**src/rtl/instr_fetch_ctrl_if.sv**
```systemverilog
// Fetch-side bus: instruction-memory port, decode handshake, branch redirect
// and status. The fetch sequencer is the master; memory/decode/execute the slave.
interface instr_fetch_ctrl_if;
    logic        start;
    logic [15:0] mem_addr;
    logic [15:0] mem_data;
    logic [15:0] instr;
    logic [15:0] instr_pc;
    logic        instr_valid;
    logic        instr_ready;
    logic        br_taken;
    logic [15:0] br_target;
    logic        halted;
    logic        fault;
    logic [15:0] fault_addr;

    modport master (
        input  start, mem_data, instr_ready, br_taken, br_target,
        output mem_addr, instr, instr_pc, instr_valid, halted, fault, fault_addr
    );

    modport slave (
        output start, mem_data, instr_ready, br_taken, br_target,
        input  mem_addr, instr, instr_pc, instr_valid, halted, fault, fault_addr
    );
endinterface

```
**src/rtl/instr_fetch_ctrl.sv**
```systemverilog
// Fetch sequencer: owns the PC, hides the memory's one-cycle registered read
// and offers instructions to decode over valid/ready.
module instr_fetch_ctrl #(
    parameter logic [15:0] RESET_PC  = 16'h0000,
    parameter int unsigned MEM_DEPTH = 128,
    parameter logic [15:0] HALT_OP   = 16'hF000
) (
    input  logic                clk,
    input  logic                rst_n,
    instr_fetch_ctrl_if.master  fetchBus
);

    typedef enum logic [1:0] {IDLE, RUN, HALT, FAULT} FetchState;

    localparam logic [16:0] DEPTH         = 17'(MEM_DEPTH);
    localparam logic [16:0] RESET_PC_NEXT = {1'b0, RESET_PC} + 17'd1;

    FetchState   state_q, state_d;
    logic [15:0] dataPc_q, dataPc_d;
    logic [16:0] fetchPc_q, fetchPc_d;
    logic [15:0] faultAddr_q, faultAddr_d;
    logic [15:0] memAddr;
    logic [16:0] haltNext;
    logic [16:0] brNext;
    logic        offerValid;
    logic        handshake;

    // 17-bit compare so that address+1 overflow past 16'hFFFF still counts as out of range.
    function automatic logic outOfRange(input logic [16:0] addr);
        return addr >= DEPTH;
    endfunction

    assign haltNext   = {1'b0, dataPc_q} + 17'd1;
    assign brNext     = {1'b0, fetchBus.br_target} + 17'd1;
    assign offerValid = (state_q == RUN) && !fetchBus.br_taken;
    assign handshake  = offerValid && fetchBus.instr_ready;

    always_ff @(posedge clk or negedge rst_n) begin
        if (!rst_n) begin
            state_q     <= IDLE;
            dataPc_q    <= RESET_PC;
            fetchPc_q   <= RESET_PC_NEXT;
            faultAddr_q <= 16'h0000;
        end else begin
            state_q     <= state_d;
            dataPc_q    <= dataPc_d;
            fetchPc_q   <= fetchPc_d;
            faultAddr_q <= faultAddr_d;
        end
    end

    always_comb begin
        state_d     = state_q;
        dataPc_d    = dataPc_q;
        fetchPc_d   = fetchPc_q;
        faultAddr_d = faultAddr_q;
        memAddr     = dataPc_q;

        case (state_q)
            IDLE: begin
                memAddr = RESET_PC;
                if (fetchBus.start) begin
                    dataPc_d  = RESET_PC;
                    fetchPc_d = RESET_PC_NEXT;
                    state_d   = RUN;
                end
            end
            RUN: begin
                // Re-presenting dataPc on a stall makes the memory re-read the same word.
                if (fetchBus.br_taken) begin
                    if (outOfRange({1'b0, fetchBus.br_target})) begin
                        state_d     = FAULT;
                        faultAddr_d = fetchBus.br_target;
                    end else begin
                        memAddr   = fetchBus.br_target;
                        dataPc_d  = fetchBus.br_target;
                        fetchPc_d = brNext;
                    end
                end else if (handshake) begin
                    if (fetchBus.mem_data == HALT_OP) begin
                        state_d = HALT;
                    end else if (outOfRange(fetchPc_q)) begin
                        state_d     = FAULT;
                        faultAddr_d = fetchPc_q[15:0];
                    end else begin
                        memAddr   = fetchPc_q[15:0];
                        dataPc_d  = fetchPc_q[15:0];
                        fetchPc_d = fetchPc_q + 17'd1;
                    end
                end
            end
            HALT: begin
                if (!outOfRange(haltNext)) begin
                    memAddr = haltNext[15:0];
                end
                if (fetchBus.start) begin
                    if (outOfRange(haltNext)) begin
                        state_d     = FAULT;
                        faultAddr_d = haltNext[15:0];
                    end else begin
                        dataPc_d  = haltNext[15:0];
                        fetchPc_d = {1'b0, dataPc_q} + 17'd2;
                        state_d   = RUN;
                    end
                end
            end
            FAULT: begin
                memAddr = dataPc_q;
            end
            default: begin
                state_d = IDLE;
            end
        endcase
    end

    assign fetchBus.mem_addr    = memAddr;
    assign fetchBus.instr       = fetchBus.mem_data;
    assign fetchBus.instr_pc    = dataPc_q;
    assign fetchBus.instr_valid = offerValid;
    assign fetchBus.halted      = (state_q == HALT);
    assign fetchBus.fault       = (state_q == FAULT);
    assign fetchBus.fault_addr  = faultAddr_q;

endmodule
```
**src/flat_wrapper.sv**
```systemverilog
// flat-port wrapper written by rule: the top's interface ports become plain ports
module instr_fetch_ctrl_flat 
#(
    parameter logic [15:0] RESET_PC  = 16'h0000,
    parameter int unsigned MEM_DEPTH = 128,
    parameter logic [15:0] HALT_OP   = 16'hF000
)
  (clk, rst_n, fetchBus_start, fetchBus_mem_data, fetchBus_instr_ready, fetchBus_br_taken, fetchBus_br_target, fetchBus_mem_addr, fetchBus_instr, fetchBus_instr_pc, fetchBus_instr_valid, fetchBus_halted, fetchBus_fault, fetchBus_fault_addr);
  instr_fetch_ctrl_if fetchBus_i ();
  input  logic clk;
  input  logic rst_n;
  input wire logic [$bits(fetchBus_i.start)-1:0] fetchBus_start;
  input wire logic [$bits(fetchBus_i.mem_data)-1:0] fetchBus_mem_data;
  input wire logic [$bits(fetchBus_i.instr_ready)-1:0] fetchBus_instr_ready;
  input wire logic [$bits(fetchBus_i.br_taken)-1:0] fetchBus_br_taken;
  input wire logic [$bits(fetchBus_i.br_target)-1:0] fetchBus_br_target;
  output wire logic [$bits(fetchBus_i.mem_addr)-1:0] fetchBus_mem_addr;
  output wire logic [$bits(fetchBus_i.instr)-1:0] fetchBus_instr;
  output wire logic [$bits(fetchBus_i.instr_pc)-1:0] fetchBus_instr_pc;
  output wire logic [$bits(fetchBus_i.instr_valid)-1:0] fetchBus_instr_valid;
  output wire logic [$bits(fetchBus_i.halted)-1:0] fetchBus_halted;
  output wire logic [$bits(fetchBus_i.fault)-1:0] fetchBus_fault;
  output wire logic [$bits(fetchBus_i.fault_addr)-1:0] fetchBus_fault_addr;
  assign fetchBus_i.start = fetchBus_start;
  assign fetchBus_i.mem_data = fetchBus_mem_data;
  assign fetchBus_i.instr_ready = fetchBus_instr_ready;
  assign fetchBus_i.br_taken = fetchBus_br_taken;
  assign fetchBus_i.br_target = fetchBus_br_target;
  assign fetchBus_mem_addr = fetchBus_i.mem_addr;
  assign fetchBus_instr = fetchBus_i.instr;
  assign fetchBus_instr_pc = fetchBus_i.instr_pc;
  assign fetchBus_instr_valid = fetchBus_i.instr_valid;
  assign fetchBus_halted = fetchBus_i.halted;
  assign fetchBus_fault = fetchBus_i.fault;
  assign fetchBus_fault_addr = fetchBus_i.fault_addr;
  instr_fetch_ctrl #(.RESET_PC(RESET_PC), .MEM_DEPTH(MEM_DEPTH), .HALT_OP(HALT_OP)) u_core (.clk(clk), .rst_n(rst_n), .fetchBus(fetchBus_i));
endmodule
```
**config.mk**
```make
export PLATFORM = sky130hd
export DESIGN_NAME = instr_fetch_ctrl_flat
export DESIGN_NICKNAME = d
export VERILOG_FILES = /design/src/rtl/instr_fetch_ctrl_if.sv /design/src/rtl/instr_fetch_ctrl.sv /design/src/flat_wrapper.sv
export SDC_FILE = /design/constraint.sdc
export NUM_CORES = 1
export LEC_CHECK = 0
export ABC_AREA = 1
export BUFFER_PORTS_ARGS = -buffer_cell sky130_fd_sc_hd__buf_2
export CELL_PAD_IN_SITES_DETAIL_PLACEMENT = 1
export CELL_PAD_IN_SITES_GLOBAL_PLACEMENT = 1
export CORE_UTILIZATION = 32
export DETAILED_ROUTE_END_ITERATION = 7
export GPL_ROUTABILITY_DRIVEN = 0
export PLACE_DENSITY = 0.71
export SETUP_SLACK_MARGIN = 0.15
export SYNTH_ARGS = -nofsm -noshare
export SYNTH_HDL_FRONTEND = slang
export SYNTH_SLANG_ARGS = --single-unit
```
**constraint.sdc**
```tcl
create_clock -name clk -period 3.3 [get_ports clk]
set_clock_uncertainty 0.05 [all_clocks]
set_input_delay 0.66 -clock clk [delete_from_list [all_inputs] [get_ports clk]]
set_output_delay 0.66 -clock clk [all_outputs]
set_load 0.02 [all_outputs]
```
==> results of run 1 <==
[cell families (layout without fill, tap and decap cells)]
kind of cell,count (synthesis),in the layout,share of synthesized area
buffers and inverters,118,233,0.123
AOI/OAI and AO/OA,109,109,0.141
xor gates and xnor gates,8,8,0.0158
DFF,51,51,0.289
and+or+nand+nor,393,393,0.407
muxes,1,1,0.00226
adders and majority gates,8,8,0.0226
[state kept, by name (all words and copies together), names as in the netlist]
register / count
u_core.fetchBus.fault_addr: 16
u_core.state_q: 2
u_core.fetchBus.instr_pc: 16
u_core.fetchPc_q: 17
[worst paths after layout]
check	from	to	slack [ns]
worst max register to register	u_core.fetchBus.instr_pc[1]	u_core.fetchPc_q[1]	0.62
max in group asynchronous	rst_n	u_core.fetchBus.instr_pc[6]	2.25
worst max-delay path	u_core.fetchBus.instr_pc[1]	fetchBus_mem_addr[1]	0.09
worst min register to register	u_core.fetchBus.fault_addr[5]	u_core.fetchBus.fault_addr[5]	0.42
worst min-delay path	u_core.fetchBus.fault_addr[5]	u_core.fetchBus.fault_addr[5]	0.42
min in group asynchronous	rst_n	u_core.fetchPc_q[11]	0.45
[per-layer routing]
metal / global-route usage / up-vias / wire, um
met4: 0.102 / 0 / 622
met2: 0.456 / 199 / 9440
met5: 0 / - / 0
met3: 0.0333 / 50 / 1080
met1: 0.337 / 2646 / 7680
li1: - / 2449 / -
[critical path, delay by kind of cell (launching register included)]
kind                     cells  cell delay (ns)
adder cells (fa/ha/maj)      1             0.18
AO/OA/AOI/OAI                1             0.18
buffers and inverters        3             0.36
flip-flops                   1             0.44
AND/OR/NAND/NOR              8             1.02
[area by class of cell]
type / instances / area share
tap: 176 / 0.0384
clock buffer: 5 / 0.0218
clock inverter: 2 / 0.00655
timing repair buffer: 151 / 0.167
sequential: 51 / 0.225
inverter: 75 / 0.0491
multi-input combinational: 519 / 0.493
[timing repair]
action,4_1_cts,5_1_grt
pin swaps,9,19
gates resized for setup,26,64
setup endpoints to repair,16,16
hold endpoints to repair,0,0
setup buffers,8,9
[power groups by stage]
stage | combinational, mW | sequential, mW | clock (mW)
final | 3.04 | 1.00 | 0.605
after global routing | 3.29 | 1.03 | 0.638
after CTS | 2.79 | 0.992 | 0.615
after detailed placement | 2.69 | 0.996 | 0
after global placement | 2.62 | 0.986 | 0
after floorplan | 1.71 | 1.11 | 0
[cell usage after synthesis, types with 2 or more instances]
library cell / n
nand2_1: 209
inv_1: 74
nor2_1: 66
nand3_1: 61
dfrtp_1: 50
o21ai_0: 49
a21oi_1: 25
nand4_1: 18
buf_4: 16
clkbuf_1: 14
nand2_2: 14
ha_1: 8
nor3_1: 7
xor2_1: 7
buf_1: 6
o21ai_1: 6
a221oi_1: 5
o211ai_1: 5
o21ai_2: 5
o22ai_1: 5
a31oi_1: 3
buf_2: 3
buf_6: 3
nor2_2: 3
nand2_4: 2
nand2_8: 2
nand3_4: 2
nor2_4: 2
nor2_8: 2
o31ai_1: 2
[cell usage in the layout (no fill, tap or decap), types with 6 or more instances in the layout]
cell type	count
a21oi_1	20
buf_2	91
buf_4	49
buf_6	10
dfrtp_1	42
dfrtp_2	8
inv_1	71
nand2_1	192
nand2_2	28
nand3_1	49
nand3_2	12
nand4_1	18
nor2_1	60
nor2_2	7
nor3_1	7
o21ai_0	49
o21ai_1	6
xor2_1	6
==> metrics.txt, run 1 <==
Avg Cell Area, Syn=6.43 um2; Fmax=312 MHz; CORE AREA=13,300 um2; max-slew violations=0; WHS=0.421 ns; multi-input logic area=2820 um2; Arr. time, crit path=2.50 ns; worst path cell trace=ha_4 -> nand3_4 -> nor2_4 -> nand2_2 -> nand2_2 -> nand2_2 -> nor3_4 -> buf_6 -> nand4_1 -> nand2_1 -> inv_1 -> a21oi_2 -> buf_6; total power=4.64 mW; hold depth=2; DRT antenna net count=0; # diodes=0; Row Count=42; clock tree root driver cell=clkbuf_16; initial antenna violation count=0; Iteration-0 DRC Markers=316; top cell type's share of synthesized area=0.283; GRT overflow=0; share of the clock period used by the worst path=0.972; Final setup viols=0; critical path class=reg -> out; synth warn=0; CP Max Fanout=8; die width=120 um; first-pass GRT wire length=29,600 um; dpl hpwl=14,100 um; Max IR drop VDD=0.000334 V; largest cells by area after synthesis=dfrtp_1, nand2_1, nand3_1; Net Sw Frac=0.535; max cap viols=0; Yosys reg bits=51; Worst path slowest cell=dfrtp_2; TritonCTS clock tree=done; total track usage=0.265; via count=5,344; ratio of cells with drive above 1 in the final layout=0.313; relative slew slack=0.459; placed inst area=5130 um2; setup TNS=0 ns; Async SR Flop Fraction=1.00; Die H=120 um; die area=14,300 um2; data required time at the worst endpoint=2.59 ns; RSZ-0062 raised after global routing=yes; Reg clk slew, reported paths=0.08 ns; final worst slack=0.0924 ns; Leakage=3.02 nW; Layout fillers=1,792; CTS Hold Bufs=0; Setup WS pre-CTS=0.0571 ns; Finished Layout Cells=979; Post-synth EDFFs=0; CTS buffer count=5; H-tree levels=2; worst-margin pin slew=0.807 ns; Sequential Power Share=0.216; CTS sink cnt=51; top cell type by total area after synthesis=dfrtp_1; Comb power frac=0.654; Clock power frac=0.130; status=finished, final reports clean; Detailed Routing Iterations Pass 1=5; largest net degree at the start of global routing=52; Final Cell Area=5730 um2; Layout Utilization=0.429; # port buffers=103; vias in the first global route=5,485; Register Area=1290 um2; DRC violations left=0; Mapped Area=4430 um2; sequential area share after synthesis=0.289; maximum clock path buffer count=2; Placed Instances=955; Pint=2.16 mW; crit-path max cell delay=0.44 ns; syn nets=733; IO Count=104; R2R depth=13; Syn Inst Count=688; worst hold path type=reg -> reg; vias per cell=5.46; Critical Path Sink Type=primary output; Area Growth Syn to Fin=29.5%; clock latency on the worst-skew pair=0.30 ns; Hold Fails Final Rpt=0; final worst path period need=3.21 ns; Nets=848; Top FF cell, synth=dfrtp_1; DRT Wirelength=18,800 um; CP Launch Type=flop; Synth cell types=44; post-DR wirelength/cell=19.2 um; PD cells=810 nW/um2; net load switching power=2.48 mW; starting density of the core=0.332; CP dominant cell by count=nand2_2
(Power assumes the default switching activity.)
==> inputs of run 2 (changes only) <==
==> constraint.sdc (replaced) <==
create_clock -name clk -period 3.3 [get_ports clk]
set_clock_uncertainty 0.05 [all_clocks]
set_input_delay 0.165 -clock clk [delete_from_list [all_inputs] [get_ports clk]]
set_output_delay 0.165 -clock clk [all_outputs]
set_load 0.02 [all_outputs]
==> run 2 against run 1 <==
Effect of this change:
- power shrank 7.2%
- clock power is essentially flat
- largest power group unchanged
- register-to-register slack gained 0.02 ns
- flip-flop and latch count is the same
- routed wire length shrank 5.2%
- worst setup slack gained 0.11 ns
- non-clock buffer count shrank 26
- die area is the same
- critical path depth shrank 1
- global-route usage shrank 0.94 points
==> metrics.txt, run 2 (synthesis results as in run 1) <==
status=finished, final reports clean (unchanged); DRT Wirelength=17,900 um (was 18,800 um); # port buffers=103 (unchanged); Hold Fails Final Rpt=0 (unchanged); worst-margin pin slew=0.948 ns (was 0.807 ns); Max IR drop VDD=0.000286 V (was 0.000334 V); Fmax=323 MHz (was 312 MHz); worst path cell trace=ha_1 -> inv_1 -> nor2_1 -> nand3_1 -> xor2_2 -> nor2_4 -> nand3_4 -> nand2_8 -> nand2_2 -> nand2_1 -> a21oi_1 -> buf_2 (was ha_4 -> nand3_4 -> nor2_4 -> nand2_2 -> nand2_2 -> nand2_2 -> nor3_4 -> buf_6 -> nand4_1 -> nand2_1 -> inv_1 -> a21oi_2 -> buf_6); Worst Hold End=u_core.fetchBus.fault_addr[13] (was u_core.fetchBus.fault_addr[5]); Area Growth Syn to Fin=19.1% (was 29.5%); Die H=120 um (unchanged); first-pass GRT wire length=28,300 um (was 29,600 um); post-DR wirelength/cell=18.7 um (was 19.2 um); share of the clock period used by the worst path=0.940 (was 0.972); # diodes=0 (unchanged); Worst path slowest cell=dfrtp_2 (unchanged); maximum clock path buffer count=2 (unchanged); Largest Register=u_core.fetchPc_q (unchanged); total track usage=0.256 (was 0.265); Critical Path Sink Type=primary output (unchanged); TritonCTS clock tree=done (unchanged); Final Cell Area=5270 um2 (was 5730 um2); R2R Setup Slk=0.64 ns (was 0.62 ns); commonest non-fill, non-tap cell in the layout=nand2_1 (unchanged); relative slew slack=0.361 (was 0.459); die area=14,300 um2 (unchanged); DRC violations left=0 (unchanged); total power=4.31 mW (was 4.64 mW); Leakage=2.81 nW (was 3.02 nW); worst hold path type=in -> reg (was reg -> reg); Nets=822 (was 848); Setup crit start=u_core.fetchBus.instr_pc[0] (was u_core.fetchBus.instr_pc[1]); max reg flops=17 (unchanged); most frequent cells in the layout=nand2_1, buf_2, inv_1 (unchanged); Arr. time, crit path=2.89 ns (was 2.50 ns); RSZ-0062 raised after global routing=yes (unchanged); WHS=0.232 ns (was 0.421 ns); PD cells=817 nW/um2 (was 810 nW/um2); Reg clk slew, reported paths=0.07 ns (was 0.08 ns); vias per cell=5.30 (was 5.46); hold depth=5 (was 2); R2R depth=11 (was 13); vias in the first global route=5,191 (was 5,485); DRT antenna net count=0 (unchanged); Layout Utilization=0.395 (was 0.429); IO Count=104 (unchanged); H-tree levels=2 (unchanged); clock latency on the worst-skew pair=0.30 ns (about the same); clock tree root driver cell=clkbuf_16 (unchanged); largest net degree at the start of global routing=34 (was 52); max cap viols=0 (unchanged); placed inst area=5010 um2 (was 5130 um2); HP Start=fetchBus_br_target[13] (was u_core.fetchBus.fault_addr[5]); ratio of cells with drive above 1 in the final layout=0.232 (was 0.313); starting density of the core=0.332 (unchanged); CP Launch Type=flop (unchanged); CP Max Fanout=9 (was 8); max-slew violations=0 (unchanged); data required time at the worst endpoint=3.08 ns (was 2.59 ns); CORE AREA=13,300 um2 (unchanged); GRT overflow=0 (unchanged); CTS sink cnt=51 (unchanged); via count=5,052 (was 5,344); Detailed Routing Iterations Pass 1=5 (unchanged); R2R Path Start=u_core.fetchBus.instr_pc[0] (was u_core.fetchBus.instr_pc[1]); dpl hpwl=14,000 um (was 14,100 um); final worst path period need=3.10 ns (was 3.21 ns); Iteration-0 DRC Markers=422 (was 316); Final setup viols=0 (unchanged); critical path class=reg -> out (unchanged); die width=120 um (unchanged); CTS buffer count=5 (unchanged); crit-path max cell delay=0.48 ns (was 0.44 ns); setup TNS=0 ns (unchanged); FF-to-FF End=u_core.fetchPc_q[3] (was u_core.fetchPc_q[1]); Row Count=42 (unchanged); initial antenna violation count=0 (unchanged)
==> run 2: cell types whose count changed in the layout (fill, tap and decap cells not counted), sizes merged <==
| cell | previous run | this run |
|---|---|---|
| dlygate4sd3 | 0 | 1 |
| buf | 151 | 124 |
==> run 2: routing by layer <==
metal / track usage / vias to the layer above / wire [um]
met5: 0 / - / 0
met1: 0.321 / 2454 / 7380
met2: 0.444 / 171 / 8880
met3: 0.0328 / 34 / 1090
li1: - / 2393 / -
met4: 0.0984 / 0 / 496
==> run 2: how the worst max path moves through the flow <==
stage / end / slack [ns] / cells after the start
floorplan: fetchBus_mem_addr[7] / 0.73 / 14
global placement: fetchBus_mem_addr[1] / 0.51 / 12
detailed placement: fetchBus_mem_addr[1] / 0.34 / 12
CTS: fetchBus_mem_addr[1] / 0.16 / 11
global route: fetchBus_mem_addr[1] / 0.06 / 12
finish: fetchBus_mem_addr[1] / 0.20 / 12
==> run 2: repair_timing <==
action,CTS,global route
cloned,0,0
setup endpoints to repair,6,16
pin swaps,1,1
hold buffers,1,0
hold endpoints to repair,18,0
buffers inserted,1,5
resized for setup,4,9
==> run 2: through the flow <==
step / instances / worst slack (ns)
4_1_cts: 948 / 0.163
2_1_floorplan: 688 / 0.731
5_1_grt: 953 / 0.0558
6_report: 953 / 0.199
3_3_place_gp: 939 / 0.514
3_5_place_dp: 939 / 0.340
==> run 2: report_power, final <==
part	leakage (nW)	internal, mW	switching, mW	total, mW
logic	2.07	0.811	1.89	2.70
clock network	0.0759	0.354	0.249	0.603
registers	0.662	0.813	0.186	0.999
total	2.81	1.98	2.33	4.31
==> run 2: layout make-up <==
class                      instances  area [um2]
timing repair buffer             125         683
fill                            1787        8080
inverter                          75         282
clock inverter                     2        37.5
clock buffer                       5         125
multi-input combinational        519        2640
tap                              176         220
sequential                        51        1280
==> run 2: critical path: cells and delay by family, from the launching register on <==
family,cells,cell delay (ns)
AO/OA/AOI/OAI,1,0.27
XOR/XNOR,1,0.31
adder cells (fa/ha/maj),1,0.24
buffers and inverters,2,0.28
flip-flops,1,0.48
AND/OR/NAND/NOR,7,1.01
==> inputs of run 3 (changes only) <==
RECOVER_POWER = 100   (was unset)
SLEW_MARGIN = 15   (was unset)
==> run 3 against run 2 <==
Effect of this change:
- combinational power decreased by 4%
- global-route usage unchanged
- clock-buffer cell count unchanged
- routed wire length rose by 0.63%
- core utilization fell by 0.95 points
- die area stayed put
- highest routed layer unchanged
- first-iteration DRC count is 9.5% lower
- worst hold slack got worse by 0.0013 ns
==> metrics.txt, run 3 (synthesis results as in run 1) <==
max-slew violations=0 (unchanged); commonest non-fill, non-tap cell in the layout=nand2_1 (unchanged); Pint=1.90 mW (was 1.98 mW); vias per cell=5.31 (was 5.30); GRT overflow=0 (unchanged); most frequent cells in the layout=nand2_1, inv_1, nor2_1 (was nand2_1, buf_2, inv_1); # diodes=0 (unchanged); CTS sink cnt=51 (unchanged); relative slew slack=0.173 (was 0.361); net load switching power=2.28 mW (was 2.33 mW); worst hold path type=in -> reg (unchanged); Final setup viols=0 (unchanged); Clock power frac=0.145 (was 0.140); starting density of the core=0.332 (unchanged); vias in the first global route=5,191 (unchanged); placed inst area=5010 um2 (unchanged); Row Count=42 (unchanged); DRT antenna net count=0 (unchanged); R2R Setup Slk=0.30 ns (was 0.64 ns); WHS=0.231 ns (was 0.232 ns); Iteration-0 DRC Markers=382 (was 422); CTS buffer count=5 (unchanged); initial antenna violation count=0 (unchanged); CORE AREA=13,300 um2 (unchanged); status=finished, final reports clean (unchanged); share of the clock period used by the worst path=0.953 (was 0.940); Layout Utilization=0.385 (was 0.395); DRC violations left=0 (unchanged); Finished Layout Cells=953 (unchanged); die area=14,300 um2 (unchanged); first-pass GRT wire length=28,300 um (unchanged); Reg clk slew, reported paths=0.07 ns (about the same); multi-input logic area=2580 um2 (was 2640 um2); Nets=822 (unchanged); CP Launch Type=flop (unchanged); TritonCTS clock tree=done (unchanged); final worst path period need=3.14 ns (was 3.10 ns); PD cells=813 nW/um2 (was 817 nW/um2); Sequential Power Share=0.239 (was 0.232); Net Sw Frac=0.546 (was 0.541); clock latency on the worst-skew pair=0.30 ns (about the same); Hold Fails Final Rpt=0 (unchanged); dpl hpwl=14,000 um (unchanged); clock tree root driver cell=clkbuf_16 (unchanged); setup TNS=0 ns (unchanged); Leakage=2.63 nW (was 2.81 nW); Placed Instances=939 (unchanged); Register Area=1280 um2 (about the same); Setup WS pre-CTS=0.340 ns (unchanged); via count=5,063 (was 5,052); RSZ-0062 raised after global routing=yes (unchanged); total power=4.18 mW (was 4.31 mW); Max IR drop VDD=0.000285 V (was 0.000286 V); Comb power frac=0.616 (was 0.628); final worst slack=0.156 ns (was 0.199 ns); Largest Register=u_core.fetchPc_q (unchanged); worst-margin pin slew=1.24 ns (was 0.948 ns); data required time at the worst endpoint=3.08 ns (about the same); ratio of cells with drive above 1 in the final layout=0.149 (was 0.232); IO Count=104 (unchanged); Detailed Routing Iterations Pass 1=5 (unchanged); Fmax=318 MHz (was 323 MHz); H-tree levels=2 (unchanged); Area Growth Syn to Fin=16.2% (was 19.1%); # port buffers=103 (unchanged); max reg flops=17 (unchanged); post-DR wirelength/cell=18.9 um (was 18.7 um); critical path class=reg -> out (unchanged); Final Cell Area=5140 um2 (was 5270 um2); DRT Wirelength=18,000 um (was 17,900 um); max cap viols=0 (unchanged); Arr. time, crit path=2.93 ns (was 2.89 ns); maximum clock path buffer count=2 (unchanged); CP Max Fanout=8 (was 9); Layout fillers=1,805 (was 1,787); die width=120 um (unchanged); Die H=120 um (unchanged); largest net degree at the start of global routing=34 (unchanged); Critical Path Sink Type=primary output (unchanged); total track usage=0.256 (unchanged)
run 3: worst max-delay path, stage by stage, from the launching register on:
cell and delay [ns]:
dfrtp_1 0.47, ha_1 0.25, inv_1 0.06, nor2_1 0.24, nand3_1 0.19, xor2_2 0.31
nor2_4 0.10, nand3_4 0.18, nand2_8 0.10, nand2_2 0.14, nand2_1 0.08, a21oi_1 0.29
clkbuf_2 0.23
run 3: worst paths after layout:
| kind | startpoint | endpoint | depth (start not counted) |
|---|---|---|---|
| setup reg to reg | u_core.fetchBus.instr_pc[1] | u_core.fetchBus.fault_addr[2] | 14 |
| hold reg to reg | u_core.fetchBus.fault_addr[6] | u_core.fetchBus.fault_addr[6] | 2 |
| setup / recovery | u_core.fetchBus.instr_pc[1] | fetchBus_mem_addr[1] | 12 |
| min in group asynchronous | rst_n | u_core.fetchBus.instr_pc[12] | 2 |
| max in group asynchronous | rst_n | u_core.fetchBus.instr_pc[4] | 3 |
| hold / removal | fetchBus_br_target[13] | u_core.fetchBus.fault_addr[13] | 5 |
run 3: power by group through the flow:
stage / logic, mW / registers [mW] / clock network [mW]
finish: 2.58 / 0.999 / 0.606
floorplan: 1.71 / 1.11 / 0
global route: 2.81 / 1.03 / 0.646
CTS: 2.65 / 1.00 / 0.612
global placement: 2.55 / 1.00 / 0
detailed placement: 2.62 / 1.01 / 0
run 3: final cells by class:
class	instances	share of cell area
Timing Repair Buffer	125	0.119
Clock buffer	5	0.0243
Clock inverter	2	0.00730
Inverter	75	0.0547
Multi-Input combinational cell	519	0.503
Sequential cell	51	0.249
Tap cell	176	0.0428
run 3: routing by layer:
layer / global-route usage / wire [um] / vias up
met3: 0.0328 / 960 / 31
met4: 0.0984 / 464 / 0
met5: 0 / 0 / -
met2: 0.444 / 8940 / 163
li1: - / - / 2390
met1: 0.321 / 7600 / 2479
run 3: what timing repair did:
action                                 4_1_cts  5_1_grt
buffers inserted                             1        5
endpoints found under the hold margin       18        0
hold buffers                                 1        0
pin swaps                                    1        1
gates resized for setup                      4        9
setup endpoints to repair                    6       16
